--- config.mk ---
export PLATFORM = sky130hd
export DESIGN_NAME = mips_cpu_mem_arbiter
export DESIGN_NICKNAME = d
export VERILOG_FILES = /design/src/rtl/mips_cpu_pkg.sv /design/src/rtl/mips_cpu_stall_timer.sv /design/src/rtl/mips_cpu_mem_arbiter.sv
export SDC_FILE = /design/constraint.sdc
export NUM_CORES = 1
export LEC_CHECK = 0
export CORE_ASPECT_RATIO = 0.8
export CORE_MARGIN = 1
export CORE_UTILIZATION = 38
export DETAILED_ROUTE_END_ITERATION = 8
export GPL_TIMING_DRIVEN = 0
export PLACE_DENSITY = 0.74
export RECOVER_POWER = 25
export SLEW_MARGIN = 10
export SYNTH_ARGS = -nofsm -noshare
export SYNTH_HDL_FRONTEND = slang
export SYNTH_SLANG_ARGS = --single-unit
--- constraint.sdc ---
create_clock -name clk -period 5.18 [get_ports clk]
set_clock_uncertainty 0.2 [all_clocks]
set_input_delay 1.295 -clock clk [delete_from_list [all_inputs] [get_ports clk]]
set_output_delay 1.295 -clock clk [all_outputs]
set_load 0.02 [all_outputs]
--- src/rtl/mips_cpu_pkg.sv ---
// Shared types and constants for the MIPS CPU memory-side blocks.
//   arb_state_t     : memory arbiter FSM states
//   WORD_ALIGN_MASK : clears byte-offset bits of a byte address
//   BE_WORD         : full-word byte enable used for instruction fetches
package mips_cpu_pkg;

    typedef enum logic [1:0] {
        IDLE,
        D_ACC,
        I_ACC,
        DONE
    } arb_state_t;

    localparam logic [31:0] WORD_ALIGN_MASK = 32'hFFFF_FFFC;
    localparam logic [3:0]  BE_WORD         = 4'hF;

    function automatic logic [31:0] word_align(input logic [31:0] byte_addr);
        return byte_addr & WORD_ALIGN_MASK;
    endfunction

endpackage

--- src/rtl/mips_cpu_stall_timer.sv ---
// Bounded-stall timer for the memory arbiter.
// Counts consecutive waitrequest-high edges of one bus transaction and flags
// the edge on which the count reaches TIMEOUT_CYCLES.
//   clk, reset : clock, asynchronous active-high reset
//   clr_i      : clear the counter (between transactions)
//   inc_i      : this edge is a stall edge
//   timeout_o  : combinational; this stall edge brings the count to the limit
import mips_cpu_pkg::*;

module mips_cpu_stall_timer #(
    parameter int unsigned TIMEOUT_CYCLES = 1024,
    parameter int unsigned CNT_W          = 11
) (
    input  logic clk,
    input  logic reset,
    input  logic clr_i,
    input  logic inc_i,
    output logic timeout_o
);

    localparam bit TimeoutEn = (TIMEOUT_CYCLES != 0);
    // Count value held before the final stall edge.
    localparam logic [CNT_W-1:0] LastStall =
        TimeoutEn ? CNT_W'(TIMEOUT_CYCLES - 1) : '0;
    localparam logic [CNT_W-1:0] CntMax = {CNT_W{1'b1}};

    logic [CNT_W-1:0] cnt_q, cnt_d;

    always_comb begin
        cnt_d = cnt_q;
        if (clr_i) begin
            cnt_d = '0;
        end else if (inc_i && (cnt_q != CntMax)) begin
            cnt_d = cnt_q + 1'b1;  // saturates, never wraps
        end
    end

    always_comb begin
        timeout_o = TimeoutEn && inc_i && (cnt_q >= LastStall);
    end

    always_ff @(posedge clk or posedge reset) begin
        if (reset) begin
            cnt_q <= '0;
        end else begin
            cnt_q <= cnt_d;
        end
    end

endmodule

--- src/rtl/mips_cpu_mem_arbiter.sv ---
// Memory arbiter: shares one Avalon-style bus between instruction fetch
// (read-only) and data load/store. Data has fixed priority over fetch.
//   clk, reset                : clock, asynchronous active-high reset
//   i_req/i_addr              : fetch request in; i_ack/i_rdata out
//   d_req/d_we/d_addr/d_wdata/d_be : data request in; d_ack/d_rdata out
//   err                       : pulses with an ack when that access timed out
//   address/read/write/writedata/byteenable : bus master outputs
//   waitrequest/readdata      : bus slave inputs
// All outputs are registered.
import mips_cpu_pkg::*;

module mips_cpu_mem_arbiter #(
    parameter int unsigned TIMEOUT_CYCLES = 1024,
    parameter int unsigned CNT_W          = 11
) (
    input  logic        clk,
    input  logic        reset,
    // fetch requester
    input  logic        i_req,
    input  logic [31:0] i_addr,
    output logic        i_ack,
    output logic [31:0] i_rdata,
    // data requester
    input  logic        d_req,
    input  logic        d_we,
    input  logic [31:0] d_addr,
    input  logic [31:0] d_wdata,
    input  logic [3:0]  d_be,
    output logic        d_ack,
    output logic [31:0] d_rdata,
    output logic        err,
    // memory bus
    output logic [31:0] address,
    output logic        read,
    output logic        write,
    output logic [31:0] writedata,
    output logic [3:0]  byteenable,
    input  logic        waitrequest,
    input  logic [31:0] readdata
);

    arb_state_t  state_q, state_d;
    logic [31:0] address_q, address_d;
    logic        read_q, read_d;
    logic        write_q, write_d;
    logic [31:0] writedata_q, writedata_d;
    logic [3:0]  byteenable_q, byteenable_d;
    logic        i_ack_q, i_ack_d;
    logic        d_ack_q, d_ack_d;
    logic        err_q, err_d;
    logic [31:0] i_rdata_q, i_rdata_d;
    logic [31:0] d_rdata_q, d_rdata_d;

    logic in_access;
    logic timer_clr;
    logic timer_inc;
    logic timeout;

    assign in_access = (state_q == D_ACC) || (state_q == I_ACC);
    assign timer_clr = !in_access;
    assign timer_inc = in_access && waitrequest;

    mips_cpu_stall_timer #(
        .TIMEOUT_CYCLES (TIMEOUT_CYCLES),
        .CNT_W          (CNT_W)
    ) u_stall_timer (
        .clk       (clk),
        .reset     (reset),
        .clr_i     (timer_clr),
        .inc_i     (timer_inc),
        .timeout_o (timeout)
    );

    always_comb begin
        state_d      = state_q;
        address_d    = address_q;
        read_d       = read_q;
        write_d      = write_q;
        writedata_d  = writedata_q;
        byteenable_d = byteenable_q;
        i_rdata_d    = i_rdata_q;
        d_rdata_d    = d_rdata_q;
        // acks and err are single-cycle pulses
        i_ack_d      = 1'b0;
        d_ack_d      = 1'b0;
        err_d        = 1'b0;

        unique case (state_q)
            IDLE: begin
                if (d_req) begin
                    address_d    = word_align(d_addr);
                    write_d      = d_we;
                    read_d       = !d_we;
                    writedata_d  = d_wdata;
                    byteenable_d = d_be;
                    state_d      = D_ACC;
                end else if (i_req) begin
                    address_d    = word_align(i_addr);
                    write_d      = 1'b0;
                    read_d       = 1'b1;
                    writedata_d  = '0;
                    byteenable_d = BE_WORD;
                    state_d      = I_ACC;
                end
            end

            D_ACC, I_ACC: begin
                if (!waitrequest) begin
                    if (state_q == D_ACC) begin
                        if (read_q) begin
                            d_rdata_d = readdata;
                        end
                        d_ack_d = 1'b1;
                    end else begin
                        i_rdata_d = readdata;
                        i_ack_d   = 1'b1;
                    end
                    read_d  = 1'b0;
                    write_d = 1'b0;
                    state_d = DONE;
                end else if (timeout) begin
                    // Abandon the access; rdata keeps its previous value.
                    d_ack_d = (state_q == D_ACC);
                    i_ack_d = (state_q == I_ACC);
                    err_d   = 1'b1;
                    read_d  = 1'b0;
                    write_d = 1'b0;
                    state_d = DONE;
                end
            end

            // Requests are deliberately not sampled here so a requester that
            // still holds req during its ack cycle is not serviced twice.
            DONE: begin
                state_d = IDLE;
            end

            default: begin
                state_d = IDLE;
            end
        endcase
    end

    always_ff @(posedge clk or posedge reset) begin
        if (reset) begin
            state_q      <= IDLE;
            address_q    <= '0;
            read_q       <= 1'b0;
            write_q      <= 1'b0;
            writedata_q  <= '0;
            byteenable_q <= '0;
            i_ack_q      <= 1'b0;
            d_ack_q      <= 1'b0;
            err_q        <= 1'b0;
            i_rdata_q    <= '0;
            d_rdata_q    <= '0;
        end else begin
            state_q      <= state_d;
            address_q    <= address_d;
            read_q       <= read_d;
            write_q      <= write_d;
            writedata_q  <= writedata_d;
            byteenable_q <= byteenable_d;
            i_ack_q      <= i_ack_d;
            d_ack_q      <= d_ack_d;
            err_q        <= err_d;
            i_rdata_q    <= i_rdata_d;
            d_rdata_q    <= d_rdata_d;
        end
    end

    assign address    = address_q;
    assign read       = read_q;
    assign write      = write_q;
    assign writedata  = writedata_q;
    assign byteenable = byteenable_q;
    assign i_ack      = i_ack_q;
    assign d_ack      = d_ack_q;
    assign err        = err_q;
    assign i_rdata    = i_rdata_q;
    assign d_rdata    = d_rdata_q;

endmodule

==> results of run 1 <==
[Yosys cell counts (2+ instances only)]
library cell / n / area [um2]
and2_1: 3 / 18.8
inv_1: 9 / 33.8
a21boi_0: 3 / 22.5
buf_2: 8 / 40.0
o21ai_0: 34 / 170
nand2_1: 41 / 154
buf_1: 6 / 22.5
a22o_1: 32 / 280
nand3_1: 2 / 10.0
and3_1: 2 / 12.5
clkbuf_1: 12 / 45.0
nor4_1: 2 / 12.5
mux2_2: 64 / 721
a21oi_1: 5 / 25.0
nand4_1: 3 / 18.8
nand2b_1: 2 / 12.5
a31oi_1: 2 / 12.5
mux2i_1: 36 / 360
buf_4: 2 / 15.0
ha_1: 6 / 75.1
o22a_1: 4 / 35.0
dfrtp_1: 148 / 3700
nor2_1: 5 / 18.8
o22ai_1: 2 / 12.5
[worst paths after layout]
kind | start | to | slack [ns]
setup / recovery | waitrequest | i_rdata[1] | 2.01
hold / removal | address[13] | address[13] | 0.28
setup reg to reg | state_q[0] | i_rdata[1] | 2.27
hold reg to reg | address[13] | address[13] | 0.28
max in group asynchronous | reset | i_ack | 2.46
min in group asynchronous | reset | writedata[19] | 1.35
[worst max-delay path, delay by kind of cell]
kind                   cells  cell delay (ns)
AND/OR/NAND/NOR            1             0.83
buffers and inverters      2             0.74
multiplexers               1             0.40
[power by group through the flow]
stage	Combinational, W	Sequential, W	Clock (W)
global placement	0.00289	0.00198	0
global route	0.00312	0.00206	0.00137
finish	0.00294	0.00200	0.00129
floorplan	0.000888	0.00260	0
detailed placement	0.00297	0.00201	0
CTS	0.00298	0.00200	0.00132
[per-layer routing]
layer	global-route usage, %	part of all wire (%)
met5	0	0
met4	9.75	3.0
met3	8.37	8.7
met2	36.4	49
met1	24.9	39
[cell families (layout without fill, tap and decap cells)]
kind of cell    count (synthesis)  after routing
other cells                     1              2
compound gates                 93             93
fa+ha+maj                       6              6
xor+xnor                        1              1
simple gates                   68             68
flops                         148            148
mux                           100            100
buf+inv                        38            340
[metrics by stage]
step	total power (W)	setup WS [ns]	hold WS [ns]
2_1_floorplan	0.00349	1.82	0.321
3_3_place_gp	0.00487	0.642	0.264
3_5_place_dp	0.00498	1.87	0.273
4_1_cts	0.00630	2.19	0.289
5_1_grt	0.00655	1.90	0.314
6_report	0.00622	2.01	0.282
[state kept, by name, indices dropped and copies added (netlist names), 2 cells and up]
register	count
d_rdata	32
i_rdata	32
writedata	32
address	30
u_stall_timer.cnt_q	11
byteenable	4
state_q	2
[cell usage in the layout (no fill, tap or decap), drive strengths merged, types with 2 or more instances in the layout]
master / netlist / routed
a21boi: 3 / 3
clkdlybuf4s50: 0 / 264
o21ai: 35 / 35
mux2: 64 / 64
conb: 1 / 2
ha: 6 / 6
nand2b: 2 / 2
dfrtp: 148 / 148
nor4: 2 / 2
inv: 9 / 13
nand4: 3 / 3
a21oi: 5 / 5
nand3: 3 / 3
clkinvlp: 0 / 4
o22ai: 2 / 2
and3: 2 / 2
a31oi: 2 / 2
clkbuf: 13 / 32
and2: 3 / 3
clkinv: 0 / 4
o22a: 4 / 4
mux2i: 36 / 36
buf: 16 / 18
bufinv: 0 / 3
dlygate4sd3: 0 / 2
a22o: 32 / 32
nand2: 41 / 41
nor2: 5 / 5
[layout make-up]
class	count	area, um2
fillers	1179	5630
flip-flops and latches	148	3700
repair buffers	270	2740
multi-input cells	270	2150
clock buffers	17	425
well taps	210	263
clock inverters	15	196
plain buffers	29	125
inverters	9	35.0
==> run metrics, run 1 <==
Post-CTS Hold Fix Bufs=0; Critical Path Start Type=input port; largest net degree at the start of global routing=36; Seq cells post-synth=roughly 150; register area share after synthesis=61.3%; standard-cell rows=40; Unique masters post-synth=46; min-delay worst type=reg -> reg; Core Util, Final=between 60% and 70%; IO Pins=around 280; post-cts sizing count=0; setup TNS=0 ns; initial antenna violation count=0; critical path class=in -> reg; area post-placement=~9100 um2; Starting DRT DRC Count=between 150 and 200; Via Count=about 4800; Critical Path RT=~5.3 ns; DRC viols=0; GP Congestion=approximately 0.8; CP arrival=between 3 and 4 ns; EDFF count, synth=0; VDD IR max=~0.00030 V; P_sw=~0.0023 W; Initial Util=39.6%; Max Fclk=between 0.3 and 0.4 GHz; Clk Latency, worst-skew pair=0.42 ns; Final Cycle Share=between 60% and 70%; CTS root buf=clkbuf_16; Post-CTS Setup Repair Bufs=0; Largest stage delay, worst path=between 0.8 and 0.9 ns; total track usage=between 20 and 25%; critical path endpoint category=register; Core Area=between 15000 and 20000 um2; die area=16400 um2; XOR/XNOR share of the synthesized area=0.145%; placed insts=around 940; Post-synth top flop=dfrtp_1; DRT Pass-1 Iters=4; Non-Filler Instances=slightly below 1000; final wirelength=around 17 mm; multiplexer share of the synthesized area=between 10% and 20%; Slew Limit Fails=0; PortBufs=about 270; unrepaired setup endpoints after global routing=no; Final min period=around 3.2 ns; layout cells sized above 1=between 10% and 20%; relative slew slack=14.1%; largest family of logic cells by synthesized area=multiplexers; Clock Sinks=148; Comb pwr share=47.2%; synthesized cell area=about 6000 um2; Fin. Hold Viols=0; vias in the first global route=5231; Avg Inst Size Synth=between 10 and 15 um2; cell-internal power=just under 0.004 W; ANT cells=0; CTS buffer count=17; Worst-Margin Slew=1.27 ns; die width=roughly 140 um; endpoints failing setup=0; compound-cell area share of the yosys netlist=11.2%; clock-pin slew on the worst setup and hold paths=~0.06 ns; leakage power=4.17 nW; Max H-tree Level=4; GRT Residual Overflow=0; Post-Synth Adder-Cell Area=about 1.2%; clk buf depth=2; power per cell area=~650 nW/um2; simple-gate share of the synthesized area=5.45%; number of nets in the layout=889; power share of the sequential group=32.1%; Max Cap Viol=0; hpwl dp=~13 mm; CTS tree=built; most used cell, CP=clkbuf_1; routed vias/inst=between 4 and 5; worst hold stages=2; Sw Ratio=between 30 and 40%; Crit-path slowest cell=nor3b_1; R2R depth=5; fraction of registers with async set/reset=100%; Vert. Die Dim=115 um; Routed Antenna Nets=0; wire length of the first global-routing pass=about 27 mm; clock group share of total power=20.7%; per-cell routed wire length=17.8 um; crit-path cells=clkbuf_1, nor3b_1, clkbuf_1, mux2_2; status=finished, final reports clean; cells after synthesis=roughly 460; Synth Warn #=0; area grow syn2layout=59.6%; CP Max Fanout=10; Final Cell Area=between 9000 and 10000 um2
Note: power is estimated with default switching activity, not from simulation.
==> run 2, diff against run 1 <==
CORE_UTILIZATION = 42   (was 38)
PLACE_DENSITY = 0.78   (was 0.74)
clock period = 3.3 ns   (was 5.18 ns; I/O delays follow)
==> run 2 against run 1 <==
Against the previous run:
- the run now ends with max-capacitance violations, max-slew violations left
- wire length down 1.3%
- total power up 57%
- via count down 0.83%
- design area fell by 0.19%
- final cell count fell by 3.2%
- flip-flop and latch count stayed put
- largest power group unchanged
==> run metrics, run 2 (same netlist as run 1, synthesis figures left out) <==
Max Fclk=between 0.3 and 0.4 GHz; CP Max Fanout=4; CTS tree=built; initial antenna violation count=0; placed insts=~910; clk buf depth=2; Critical Path Start Type=register; Post-CTS Hold Fix Bufs=0; Final Cell Area=slightly below 10000 um2; critical path class=reg -> out; Core Area=roughly 14000 um2; Non-Filler Instances=937; vias in the first global route=5000; power per cell area=approximately 1000 nW/um2; number of nets in the layout=888; relative slew slack=-9.73%; Worst-Margin Slew=1.64 ns; Clk Latency, worst-skew pair=~0.42 ns; crit-path cells=clkdlybuf4s50_1; status=complete, but fails checks; VDD IR max=0.000600 V; Max Cap Viol=1; layout cells sized above 1=15.2%; Slew Limit Fails=31; Critical Path RT=2.27 ns; PortBufs=266; clock-pin slew on the worst setup and hold paths=0.06 ns; Crit-path slowest cell=clkdlybuf4s50_1; hpwl dp=between 10 and 15 mm; final wirelength=roughly 17 mm; CP arrival=1.52 ns; min-delay worst type=reg -> reg; Routed Antenna Nets=0; IO Pins=about 280; Final min period=2.55 ns; ANT cells=0; Vert. Die Dim=around 110 um; Via Count=between 4000 and 5000; DRC viols=0; endpoints failing setup=0; CTS buffer count=17; commonest non-fill, non-tap cell in the layout=clkdlybuf4s50_1; unrepaired setup endpoints after global routing=no; die area=~15000 um2; area grow syn2layout=59.3%; CP Buf/Inv Count=1; wire length of the first global-routing pass=roughly 26 mm; Clock Sinks=between 100 and 150; post-cts sizing count=0; Initial Util=around 44%; routed vias/inst=~5.1; largest net degree at the start of global routing=42; standard-cell rows=38; per-cell routed wire length=~18 um; DRT Pass-1 Iters=4; Starting DRT DRC Count=between 150 and 200; total track usage=a little under a quarter; critical path endpoint category=output pin; die width=about 140 um; Final Cycle Share=between 70 and 80%; Fin. Hold Viols=0; violated checks=max-capacitance violations, max-slew violations; commonest cells after routing, fill and taps aside=clkdlybuf4s50_1, dfrtp_1, mux2_2; CP top delay family=buffers and inverters; Fill cells=960; Max H-tree Level=4; leakage power=~4.2 nW; Largest stage delay, worst path=0.67 ns; area post-placement=between 8000 and 9000 um2; GP Congestion=~0.80; CTS root buf=clkbuf_16; Post-CTS Setup Repair Bufs=0; GRT Residual Overflow=0
run 2: routing by layer:
layer  global-route usage (%)  part of all wire, %  up-vias
met5                        0                    0        -
met4                     8.49                  1.9        0
met3                     8.00                  7.5       26
met2                     41.4                   50      202
met1                     27.5                   40     2331
li1                         -                    -     2223
run 2: cell type report:
| class | count | area (um2) | share of cell area, % |
|---|---|---|---|
| multi-input combinational | 270 | 2180 | 22.6 |
| timing repair buffer | 269 | 2720 | 28.3 |
| clock inverter | 13 | 175 | 1.82 |
| tap | 180 | 225 | 2.34 |
| inverter | 9 | 35.0 | 0.364 |
| sequential | 148 | 3700 | 38.5 |
| clock buffer | 19 | 453 | 4.71 |
| buffer | 29 | 126 | 1.31 |
run 2: worst paths after layout:
kind / slack [ns] / end / startpoint / cells after the start
worst min-delay path: 0.27 / address[23] / address[23] / 2
max in group asynchronous: 1.01 / u_stall_timer.cnt_q[10] / reset / 3
worst min register to register: 0.27 / address[23] / address[23] / 2
worst max register to register: 0.91 / i_rdata[17] / state_q[0] / 5
worst max-delay path: 0.75 / read / read / 1
min in group asynchronous: 1.06 / i_rdata[11] / reset / 2
run 2: power by group:
part / internal (W) / leakage [nW] / switching, W
Sequential: 0.00266 / 1.85 / 0.000477
Combinational: 0.00233 / 2.05 / 0.00230
Clock: 0.00124 / 0.294 / 0.000782
run 2: metrics by stage:
stage	hold slack, ns	total power [W]	util [%]	setup TNS, ns	worst slack [ns]
after floorplan	0.321	0.00548	-	0	0.414
after global placement	0.262	0.00764	64.8	-111.03	-0.757
after detailed placement	0.270	0.00780	65.2	0	0.346
after CTS	0.284	0.00987	69.8	0	0.732
after global routing	0.305	0.0103	69.8	0	0.690
final	0.274	0.00979	69.8	0	0.754
run 2: worst register-to-register path, delay by kind of cell (launching register included):
| family | cells | cell delay [ns] |
|---|---|---|
| buf+inv | 2 | 0.46 |
| mux | 1 | 0.37 |
| flops | 1 | 0.38 |
| simple gates | 1 | 0.45 |
| fa+ha+maj | 1 | 0.41 |
==> run 3, diff against run 2 <==
clock period = 2.6 ns   (was 3.3 ns; I/O delays follow)
==> run 3 against run 2 <==
Against the previous run:
- largest power group unchanged
- flip-flop and latch count unchanged
- worst hold slack unchanged
- sequential share of layout area about the same
- register-to-register slack worse by 0.70 ns
- non-clock buffer count unchanged
- final cell count unchanged
- critical path type is now reg -> reg
- the flow still finishes with violations (max-capacitance violations, max-slew violations)
- clock power up 27%
==> run metrics, run 3 (same netlist as run 1, synthesis figures left out) <==
status=complete, but fails checks; violated checks=max-capacitance violations, max-slew violations; CP top delay family=buffers and inverters; CTS tree=built; Worst-Margin Slew=1.60 ns; critical path endpoint category=register; Vert. Die Dim=~110 um; DRT Pass-1 Iters=4; Critical Path RT=approximately 2.7 ns; crit-path cells=inv_1, ha_1, nor3b_2, buf_2, mux2_2; routed vias/inst=approximately 5; Slew Limit Fails=32; clock-pin slew on the worst setup and hold paths=about 0.060 ns; commonest cells after routing, fill and taps aside=clkdlybuf4s50_1, dfrtp_1, mux2_2; CTS buffer count=17; hpwl dp=12.9 mm; CP arrival=between 2 and 2.5 ns; Clock Sinks=~150; Via Count=~4800; die area=between 10000 and 15000 um2; Max Fclk=roughly 0.42 GHz; Final Cycle Share=91.8%; Core Area=approximately 14000 um2; CP Buf/Inv Count=2; Crit-path slowest cell=nor3b_2; per-cell routed wire length=roughly 18 um; CP Max Fanout=10; Max Cap Viol=1; wire length of the first global-routing pass=between 20 and 30 mm; die width=roughly 140 um; number of nets in the layout=~890; setup TNS=0 ns; Clk Latency, worst-skew pair=between 0.4 and 0.5 ns; power per cell area=between 1000 and 1500 nW/um2; min-delay worst type=reg -> reg; pre-CTS setup slack=-0.179 ns; final wirelength=around 17 mm; Post-CTS Setup Repair Bufs=0; PortBufs=around 270; IO Pins=about 280; DRC viols=0; total track usage=between 20% and 30%; Post-CTS Hold Fix Bufs=0; VDD IR max=0.000761 V; relative slew slack=-6.96%; post-cts sizing count=0; setup ws final=roughly 0.21 ns; GRT Residual Overflow=0; placed insts=between 900 and 1000; Final min period=2.39 ns; largest net degree at the start of global routing=42; GP Congestion=between 0.8 and 0.9; Initial Util=between 40% and 50%; Fin. Hold Viols=0; vias in the first global route=5000; Starting DRT DRC Count=179; layout cells sized above 1=between 10% and 20%; clk buf depth=2; Fill cells=between 900 and 1000; Max H-tree Level=4; Non-Filler Instances=around 940; commonest non-fill, non-tap cell in the layout=clkdlybuf4s50_1; unrepaired setup endpoints after global routing=no; Critical Path Start Type=register; critical path class=reg -> reg; CTS root buf=clkbuf_16; ANT cells=0; Largest stage delay, worst path=approximately 0.45 ns; area grow syn2layout=59.1%; endpoints failing setup=0; initial antenna violation count=0; leakage power=4.19 nW; standard-cell rows=38; Routed Antenna Nets=0
## run 3: changes by cell type in the layout (fill, tap and decap cells not counted), sizes merged
cell / change
buf: +1
clkbuf: -1
## run 3: area by class of cell
cell class	instances	area, um2	area share, %
well taps	180	225	2.34
flip-flops and latches	148	3700	38.5
repair buffers	269	2710	28.2
multi-input cells	270	2180	22.7
clock buffers	19	453	4.71
inverters	9	35.0	0.364
clock inverters	13	175	1.82
plain buffers	29	128	1.33
## run 3: per-layer routing
metal  up-vias  track usage (%)  share of wire [%]
met1      2328             27.5                 40
li1       2223                -                  -
met2       202             41.4                 50
met5         -                0                  0
met4         0             8.49                1.9
met3        26             8.00                7.5
## run 3: power by group
part	leakage, nW	switching (W)	internal (W)	total [W]
Clock	0.294	0.000993	0.00157	0.00257
Sequential	1.85	0.000606	0.00337	0.00398
Combinational	2.05	0.00293	0.00295	0.00588
Total	4.19	0.00452	0.00790	0.0124
## run 3: per-stage QoR
step | utilization [%] | instance area [um2] | hold slack, ns | power (W)
2_1_floorplan | - | 6050 | 0.321 | 0.00696
3_3_place_gp | 64.8 | 8930 | 0.262 | 0.00970
3_5_place_dp | 65.2 | 8990 | 0.270 | 0.00991
4_1_cts | 69.8 | 9620 | 0.284 | 0.0125
5_1_grt | 69.7 | 9610 | 0.305 | 0.0131
6_report | 69.7 | 9610 | 0.274 | 0.0124
## run 3: path summary, 6_finish.rpt
path / start / endpoint / slack [ns] / cells after the start
worst max-delay path: state_q[0] / i_rdata[17] / 0.21 / 5
max in group asynchronous: reset / address[19] / 0.36 / 3
worst max register to register: state_q[0] / i_rdata[17] / 0.21 / 5
worst min-delay path: address[23] / address[23] / 0.27 / 2
min in group asynchronous: reset / i_rdata[11] / 0.87 / 2
worst min register to register: address[23] / address[23] / 0.27 / 2
## run 3: worst reg2reg max path, delay by kind of cell (launching register included)
family / cells / cell delay, ns
AND/OR/NAND/NOR: 1 / 0.45
flip-flops: 1 / 0.38
multiplexers: 1 / 0.37
buffers and inverters: 2 / 0.46
adder cells (fa/ha/maj): 1 / 0.41
